--- src/rtl/reservoir_history_reader.sv ---
// ----------------------------------------------------------------------------
// reservoir_history_reader
//
// Reads a window of samples back from the reservoir history RAM and presents
// them as a valid/ready stream. A start pulse (accepted only in IDLE) captures
// a base address and a sample count. The block then issues sequential RAM
// reads, wrapping modulo 2^ADDR_WIDTH. A 4-entry FIFO absorbs the 1-cycle
// RAM read latency, so one beat per clock is sustained while m_ready is high.
//
// Ports:
//   clk, rst     - rising-edge clock, asynchronous active-high reset
//   start        - request pulse, sampled only in IDLE
//   base_addr    - first RAM address of the window
//   num_samples  - window length, 0 .. 2^ADDR_WIDTH (0 => immediate done)
//   busy         - transfer in progress
//   done         - one-cycle pulse after the final beat's handshake
//   ram_ren      - RAM read enable
//   ram_addr     - RAM read address
//   ram_dout     - RAM read data, valid one cycle after ram_ren
//   m_data       - stream data (FIFO head)
//   m_valid      - stream valid
//   m_ready      - stream ready
//   m_last       - final sample of the transfer, qualified by m_valid
// ----------------------------------------------------------------------------
module reservoir_history_reader #(
    parameter int ADDR_WIDTH = 20,
    parameter int DATA_WIDTH = 32
) (
    input  logic                  clk,
    input  logic                  rst,
    input  logic                  start,
    input  logic [ADDR_WIDTH-1:0] base_addr,
    input  logic [ADDR_WIDTH:0]   num_samples,
    output logic                  busy,
    output logic                  done,
    output logic                  ram_ren,
    output logic [ADDR_WIDTH-1:0] ram_addr,
    input  logic [DATA_WIDTH-1:0] ram_dout,
    output logic [DATA_WIDTH-1:0] m_data,
    output logic                  m_valid,
    input  logic                  m_ready,
    output logic                  m_last
);

    localparam int FIFO_DEPTH = 4;

    typedef enum logic [1:0] {
        IDLE  = 2'd0,
        READ  = 2'd1,
        DRAIN = 2'd2
    } state_t;

    state_t state;

    // Captured transfer length, reads still to issue, beats already popped.
    logic [ADDR_WIDTH:0] num_q;
    logic [ADDR_WIDTH:0] rd_left;
    logic [ADDR_WIDTH:0] beat_cnt;

    // Read pipeline: [0] read issued this cycle (drives ram_ren),
    //                [1] its data is on ram_dout and is pushed this cycle.
    logic [1:0] vld_pipe;

    // FIFO storage and pointers.
    logic [FIFO_DEPTH-1:0][DATA_WIDTH-1:0] fifo_mem;
    logic [1:0] wr_ptr;
    logic [1:0] rd_ptr;
    logic [2:0] fifo_count;

    logic [2:0] occupancy;
    logic       can_issue;
    logic       issue_next;
    logic       push;
    logic       pop;
    logic       last_beat;

    // ------------------------------------------------------------------
    // Stream side
    // ------------------------------------------------------------------
    assign ram_ren   = vld_pipe[0];
    assign push      = vld_pipe[1];
    assign m_valid   = (fifo_count != 3'd0);
    assign m_data    = fifo_mem[rd_ptr];
    assign last_beat = (beat_cnt == num_q - (ADDR_WIDTH+1)'(1));
    assign m_last    = m_valid && last_beat;
    assign pop       = m_valid && m_ready;

    // Buffered plus in-flight entries, from registered state only. Gating new
    // reads on this (ignoring a same-cycle pop) keeps the total at or below
    // FIFO_DEPTH, so a push can never find the FIFO full.
    assign occupancy = fifo_count + {2'b00, vld_pipe[0]} + {2'b00, vld_pipe[1]};
    assign can_issue = (occupancy < 3'(FIFO_DEPTH)) && (rd_left != '0);

    // Whether a read is issued in the next cycle.
    always_comb begin
        issue_next = 1'b0;
        case (state)
            IDLE:    issue_next = start && (num_samples != '0);
            READ:    issue_next = can_issue;
            default: issue_next = 1'b0;
        endcase
    end

    always_ff @(posedge clk or posedge rst) begin
        if (rst) begin
            vld_pipe <= '0;
        end else begin
            vld_pipe <= {vld_pipe[0], issue_next};
        end
    end

    // ------------------------------------------------------------------
    // Control FSM
    // ------------------------------------------------------------------
    always_ff @(posedge clk or posedge rst) begin
        if (rst) begin
            state    <= IDLE;
            busy     <= 1'b0;
            done     <= 1'b0;
            ram_addr <= '0;
            num_q    <= '0;
            rd_left  <= '0;
            beat_cnt <= '0;
        end else begin
            done <= 1'b0;
            if (pop) begin
                beat_cnt <= beat_cnt + (ADDR_WIDTH+1)'(1);
            end

            case (state)
                IDLE: begin
                    if (start) begin
                        if (num_samples == '0) begin
                            done <= 1'b1;
                        end else begin
                            // The first read goes out in the next cycle, so
                            // rd_left already excludes it.
                            num_q    <= num_samples;
                            rd_left  <= num_samples - (ADDR_WIDTH+1)'(1);
                            ram_addr <= base_addr;
                            beat_cnt <= '0;
                            busy     <= 1'b1;
                            state    <= (num_samples == (ADDR_WIDTH+1)'(1)) ? DRAIN : READ;
                        end
                    end
                end

                READ: begin
                    // ram_addr holds the address of the most recent read.
                    // Wrap-around falls out of the ADDR_WIDTH-bit add.
                    if (can_issue) begin
                        ram_addr <= ram_addr + ADDR_WIDTH'(1);
                        rd_left  <= rd_left - (ADDR_WIDTH+1)'(1);
                        if (rd_left == (ADDR_WIDTH+1)'(1)) begin
                            state <= DRAIN;
                        end
                    end
                end

                DRAIN: begin
                    // The m_last beat is the last read's data, so once it is
                    // handshaken nothing is left buffered or in flight.
                    if (pop && last_beat) begin
                        busy  <= 1'b0;
                        done  <= 1'b1;
                        state <= IDLE;
                    end
                end

                default: state <= IDLE;
            endcase
        end
    end

    // ------------------------------------------------------------------
    // FIFO
    // ------------------------------------------------------------------
    always_ff @(posedge clk or posedge rst) begin
        if (rst) begin
            fifo_mem   <= '0;
            wr_ptr     <= '0;
            rd_ptr     <= '0;
            fifo_count <= '0;
        end else begin
            if (push) begin
                fifo_mem[wr_ptr] <= ram_dout;
                wr_ptr           <= wr_ptr + 2'd1;
            end
            if (pop) begin
                rd_ptr <= rd_ptr + 2'd1;
            end
            case ({push, pop})
                2'b10:   fifo_count <= fifo_count + 3'd1;
                2'b01:   fifo_count <= fifo_count - 3'd1;
                default: fifo_count <= fifo_count;
            endcase
        end
    end

endmodule

--- config.mk ---
export PLATFORM = sky130hd
export DESIGN_NAME = reservoir_history_reader
export DESIGN_NICKNAME = d
export VERILOG_FILES = /design/src/rtl/reservoir_history_reader.sv
export SDC_FILE = /design/constraint.sdc
export NUM_CORES = 1
export LEC_CHECK = 0
export ABC_AREA = 0
export BUFFER_PORTS_ARGS = -buffer_cell sky130_fd_sc_hd__buf_2
export CELL_PAD_IN_SITES_DETAIL_PLACEMENT = 0
export CELL_PAD_IN_SITES_GLOBAL_PLACEMENT = 1
export CORE_MARGIN = 8
export CORE_UTILIZATION = 44
export CTS_BUF_LIST = sky130_fd_sc_hd__clkbuf_4
export DETAILED_ROUTE_END_ITERATION = 8
export PLACE_DENSITY_LB_ADDON = 0.1
export SYNTH_ARGS = -nofsm -noshare
export SYNTH_HDL_FRONTEND = slang
export SYNTH_SLANG_ARGS = --single-unit
--- constraint.sdc ---
create_clock -name clk -period 6.8 [get_ports clk]
set_input_delay 0.68 -clock clk [delete_from_list [all_inputs] [get_ports clk]]
set_output_delay 0.68 -clock clk [all_outputs]
set_load 0.02 [all_outputs]
==> impl_metrics.prom <==
# TYPE chip_impl_metric gauge
chip_impl_metric{name="initialDrtViolationCount",unit=""} 369
chip_impl_metric{name="design.die.area",unit="µm²"} 31500
chip_impl_metric{name="wire_length_of_the_first_global_routing_pass",unit="mm"} 45.7
chip_impl_metric{name="worst-endpoint-arrival",unit="ns"} 3.69
chip_impl_metric{name="synth_adder_area_share",unit="%"} 1.59
chip_impl_info{name="status",value="finished, final reports clean"} 1
chip_impl_metric{name="synth-seq-cells",unit=""} 224
chip_impl_metric{name="timing_hold_violations_final",unit=""} 0
chip_impl_info{name="synth_top_family_by_area",value="multiplexers"} 1
chip_impl_metric{name="cts-resized-gates",unit=""} 0
chip_impl_metric{name="postCtsHoldBufs",unit=""} 0
chip_impl_metric{name="detail_route.drc_violations",unit=""} 0
chip_impl_metric{name="pwr_density_cell",unit="nW/µm²"} 488
chip_impl_metric{name="synth_simple_gate_area_share",unit="%"} 12.2
chip_impl_metric{name="fin_setup_tns",unit="ns"} 0
chip_impl_metric{name="clock_insertion_delay_worst_skew",unit="ns"} 0.66
chip_impl_metric{name="timing.final.crit_period",unit="ns"} 4.37
chip_impl_info{name="worst_setup_path_end_kind",value="output pin"} 1
chip_impl_metric{name="clock_buffer_count_from_cts",unit=""} 66
chip_impl_metric{name="synth_cells",unit=""} 1003
chip_impl_metric{name="synth_seq_area_share",unit="%"} 48.8
chip_impl_metric{name="initial_antenna_violation_count",unit=""} 3
chip_impl_metric{name="postSynthNetCount",unit=""} 1094
chip_impl_info{name="min-delay-path-class",value="in -> reg"} 1
chip_impl_metric{name="detail_route.vias_per_cell",unit=""} 5.42
chip_impl_metric{name="clock-sinks",unit=""} 224
chip_impl_metric{name="syn_avg_cell_area",unit="µm²"} 11.5
chip_impl_metric{name="clk_path_buf_depth",unit=""} 3
chip_impl_metric{name="max_cap_violations",unit=""} 0
chip_impl_metric{name="skew",unit="ns"} 0.0393
chip_impl_metric{name="maximum_number_of_pins_on_one_net_before_global_route_repair",unit=""} 166
chip_impl_info{name="post_synth_main_area_contributors",value="sky130_fd_sc_hd__dfrtp_1, sky130_fd_sc_hd__mux2_2, sky130_fd_sc_hd__mux4_2, sky130_fd_sc_hd__nor2_1, sky130_fd_sc_hd__xor2_1"} 1
chip_impl_metric{name="area_of_the_mapped_netlist",unit="µm²"} 11500
chip_impl_metric{name="max_slew.worst_pin.slew",unit="ns"} 0.915
chip_impl_metric{name="gr-usage-all-layers",unit="%"} 17.8
chip_impl_metric{name="timing.final.setup_violations",unit=""} 0
chip_impl_metric{name="final.hold.worst_slack",unit="ns"} 0.250
chip_impl_metric{name="share_of_the_synthesized_area_in_compound_gates_ao_oa_aoi_oai",unit="%"} 8.77
chip_impl_metric{name="clkSlewWorstSetupHoldPaths",unit="ns"} 0.07
chip_impl_metric{name="async_flop_share",unit="%"} 100
chip_impl_info{name="ctsRootBufferMaster",value="sky130_fd_sc_hd__clkbuf_4"} 1
chip_impl_metric{name="vdd.ir_drop.worst",unit="mV"} 0.258
chip_impl_metric{name="grt_remaining_overflow",unit=""} 0
chip_impl_metric{name="start_util",unit="%"} 44.5
chip_impl_info{name="synth_top_flop_cell",value="sky130_fd_sc_hd__dfrtp_1"} 1
chip_impl_metric{name="slew_violations",unit=""} 0
chip_impl_info{name="cell_type_with_the_highest_aggregate_area_in_the_netlist",value="sky130_fd_sc_hd__dfrtp_1"} 1
chip_impl_metric{name="fillCellCount",unit=""} 2382
chip_impl_metric{name="post_route_cells_drive_above_1_share",unit="%"} 36.9
chip_impl_metric{name="synthDominantCellAreaShare",unit="%"} 48.8
chip_impl_metric{name="pin_count",unit=""} 134
chip_impl_metric{name="share_of_the_clock_period_used_by_the_worst_path_after_layout",unit="%"} 64.3
chip_impl_metric{name="critical_path.max_fanout",unit=""} 8
chip_impl_metric{name="yosysWarnings",unit=""} 0
chip_impl_metric{name="routed_wire_length",unit="mm"} 27.3
chip_impl_info{name="cts_tree",value="done"} 1
chip_impl_info{name="synth.top_cells.by_count",value="sky130_fd_sc_hd__dfrtp_1, sky130_fd_sc_hd__mux2_2, sky130_fd_sc_hd__nor2_1"} 1
chip_impl_metric{name="rows",unit=""} 59
chip_impl_metric{name="syn_to_final_growth",unit="%"} 16.2
chip_impl_metric{name="die-height",unit="µm"} 178
chip_impl_metric{name="synth.area.mux_share",unit="%"} 20.9
chip_impl_metric{name="max_freq",unit="GHz"} 0.229
chip_impl_metric{name="route.vias.total",unit=""} 8397
chip_impl_metric{name="synth_edf_count",unit=""} 0
chip_impl_info{name="grt_setup_unrepaired",value="false"} 1
chip_impl_metric{name="drtPass1Iterations",unit=""} 4
chip_impl_metric{name="xor_xnor_cell_area_share_of_the_yosys_netlist",unit="%"} 5.26
chip_impl_metric{name="coreArea",unit="µm²"} 25800
chip_impl_metric{name="die_w",unit="µm"} 178
chip_impl_metric{name="drt-wirelength-per-cell",unit="µm"} 17.6
chip_impl_metric{name="design.final.nets",unit=""} 1253
chip_impl_metric{name="first_global_vias",unit=""} 8738
chip_impl_metric{name="io_buffers",unit=""} 133
chip_impl_info{name="crit_path_start_kind",value="flip-flop"} 1
chip_impl_metric{name="gp_congestion",unit=""} 0.800
chip_impl_info{name="timing_worst_setup_path_type",value="reg -> out"} 1
chip_impl_metric{name="cts_post_setup_buffers_inserted",unit=""} 0
chip_impl_metric{name="postRouteAntennaNets",unit=""} 0
chip_impl_info{name="yosys.cell_count.top_type",value="sky130_fd_sc_hd__dfrtp_1"} 1
chip_impl_metric{name="clock_tree.htree_level_count",unit=""} 3
chip_impl_metric{name="dp.final_hpwl",unit="mm"} 17.9
chip_impl_metric{name="cp_data_required_time",unit="ns"} 6.12
chip_impl_metric{name="worst_slew_margin_rel",unit="%"} 39.0
chip_impl_metric{name="total_leakage_power",unit="nW"} 5.63
chip_impl_metric{name="synth_cell_types",unit=""} 64
per-layer routing:
layer	wire length [µm]	track usage [%]	vias up
met4	498	5.11	4
li1	-	-	4046
met1	12200	22.7	4125
met5	21	0	-
met2	13300	29.6	171
met3	1310	4.53	51
cells in the final DEF (no fill, tap or decap), types with 3 or more instances in the layout:
cell,instances
sky130_fd_sc_hd__dfrtp_1,223
sky130_fd_sc_hd__mux2_2,147
sky130_fd_sc_hd__buf_2,133
sky130_fd_sc_hd__clkbuf_4,92
sky130_fd_sc_hd__nor2_1,85
sky130_fd_sc_hd__a21oi_1,60
sky130_fd_sc_hd__o21ai_0,56
sky130_fd_sc_hd__nand2_1,50
sky130_fd_sc_hd__xor2_1,35
sky130_fd_sc_hd__xnor2_1,34
sky130_fd_sc_hd__nand3_1,32
sky130_fd_sc_hd__mux4_2,32
sky130_fd_sc_hd__nor3_1,21
sky130_fd_sc_hd__clkinv_1,16
sky130_fd_sc_hd__inv_1,15
sky130_fd_sc_hd__ha_1,13
sky130_fd_sc_hd__nor4_1,12
sky130_fd_sc_hd__or3_1,12
sky130_fd_sc_hd__nand4_1,12
sky130_fd_sc_hd__buf_4,12
sky130_fd_sc_hd__o22ai_1,10
sky130_fd_sc_hd__or4_1,8
sky130_fd_sc_hd__and3_1,8
sky130_fd_sc_hd__nand2b_1,6
sky130_fd_sc_hd__nor3b_1,5
sky130_fd_sc_hd__clkinv_2,5
sky130_fd_sc_hd__a31oi_1,4
sky130_fd_sc_hd__a22oi_1,4
sky130_fd_sc_hd__a32oi_1,4
sky130_fd_sc_hd__o31ai_1,4
sky130_fd_sc_hd__clkinvlp_4,4
sky130_fd_sc_hd__nand3b_1,3
sky130_fd_sc_hd__nor4b_1,3
sky130_fd_sc_hd__mux2i_1,3
sky130_fd_sc_hd__a221oi_1,3
path summary, 6_finish.rpt:
path,start,to,slack [ns],depth (start not counted)
worst max-delay path,num_q[0],m_last,2.43,9
worst min-delay path,base_addr[0],ram_addr[0],0.25,3
min in group asynchronous,rst,ram_addr[1],0.28,3
worst min register to register,vld_pipe[0],vld_pipe[1],0.41,0
max in group asynchronous,rst,rd_ptr[0],5.10,4
worst max register to register,num_q[0],done,3.35,9
area by class of cell:
type / count / area, µm² / area share (%)
well taps: 335 / 419 / 3.14
flip-flops and latches: 224 / 5610 / 42.0
clock inverters: 27 / 150 / 1.12
inverters: 17 / 67.6 / 0.506
clock buffers: 92 / 691 / 5.17
repair buffers: 146 / 776 / 5.81
multi-input cells: 707 / 5640 / 42.2
diodes: 1 / 2.50 / 0.0187
critical path, stage by stage (launching register included):
cell and delay [ns]:
sky130_fd_sc_hd__dfrtp_1 0.45, sky130_fd_sc_hd__inv_1 0.10, sky130_fd_sc_hd__ha_1 0.27, sky130_fd_sc_hd__nor3b_4 0.43, sky130_fd_sc_hd__nand3_1 0.24, sky130_fd_sc_hd__or4_1 0.45
sky130_fd_sc_hd__a221oi_1 0.39, sky130_fd_sc_hd__nand4_1 0.20, sky130_fd_sc_hd__nor3_1 0.28, sky130_fd_sc_hd__buf_2 0.21
metrics by stage:
step                      instances  area [µm²]  power, W  setup WS (ns)  util, %
final                          1549       13300   0.00651           2.43     51.7
after global routing           1549       13300   0.00705           2.10     51.7
after CTS                      1548       13300   0.00663           2.41     51.7
after detailed placement       1429       12500   0.00533           2.91     48.4
after global placement         1429       12500   0.00527           3.00     48.4
after floorplan                1003       11500   0.00454           3.20        -
logic make-up after synthesis:
kind of cell    after synthesis
simple gates                273
flops                       224
mux                         182
compound gates              169
buf+inv                      72
xor+xnor                     69
fa+ha+maj                    14
power by group:
part	leakage [nW]	internal (W)	total, W	switching, W
combinational	2.48	0.00135	0.00279	0.00144
sequential	2.66	0.00196	0.00246	0.000497
clock	0.491	0.000671	0.00126	0.000588
total	5.63	0.00398	0.00651	0.00253
state kept, by name, indices dropped and copies added, names as in the netlist:
signal      flops
done            1
vld_pipe        2
ram_addr       20
beat_cnt       21
rd_ptr          2
num_q          21
fifo_count      3
fifo_mem      128
wr_ptr          2
state           2
busy            1
rd_left        21
No activity file was read; power rests on OpenSTA's default activity.
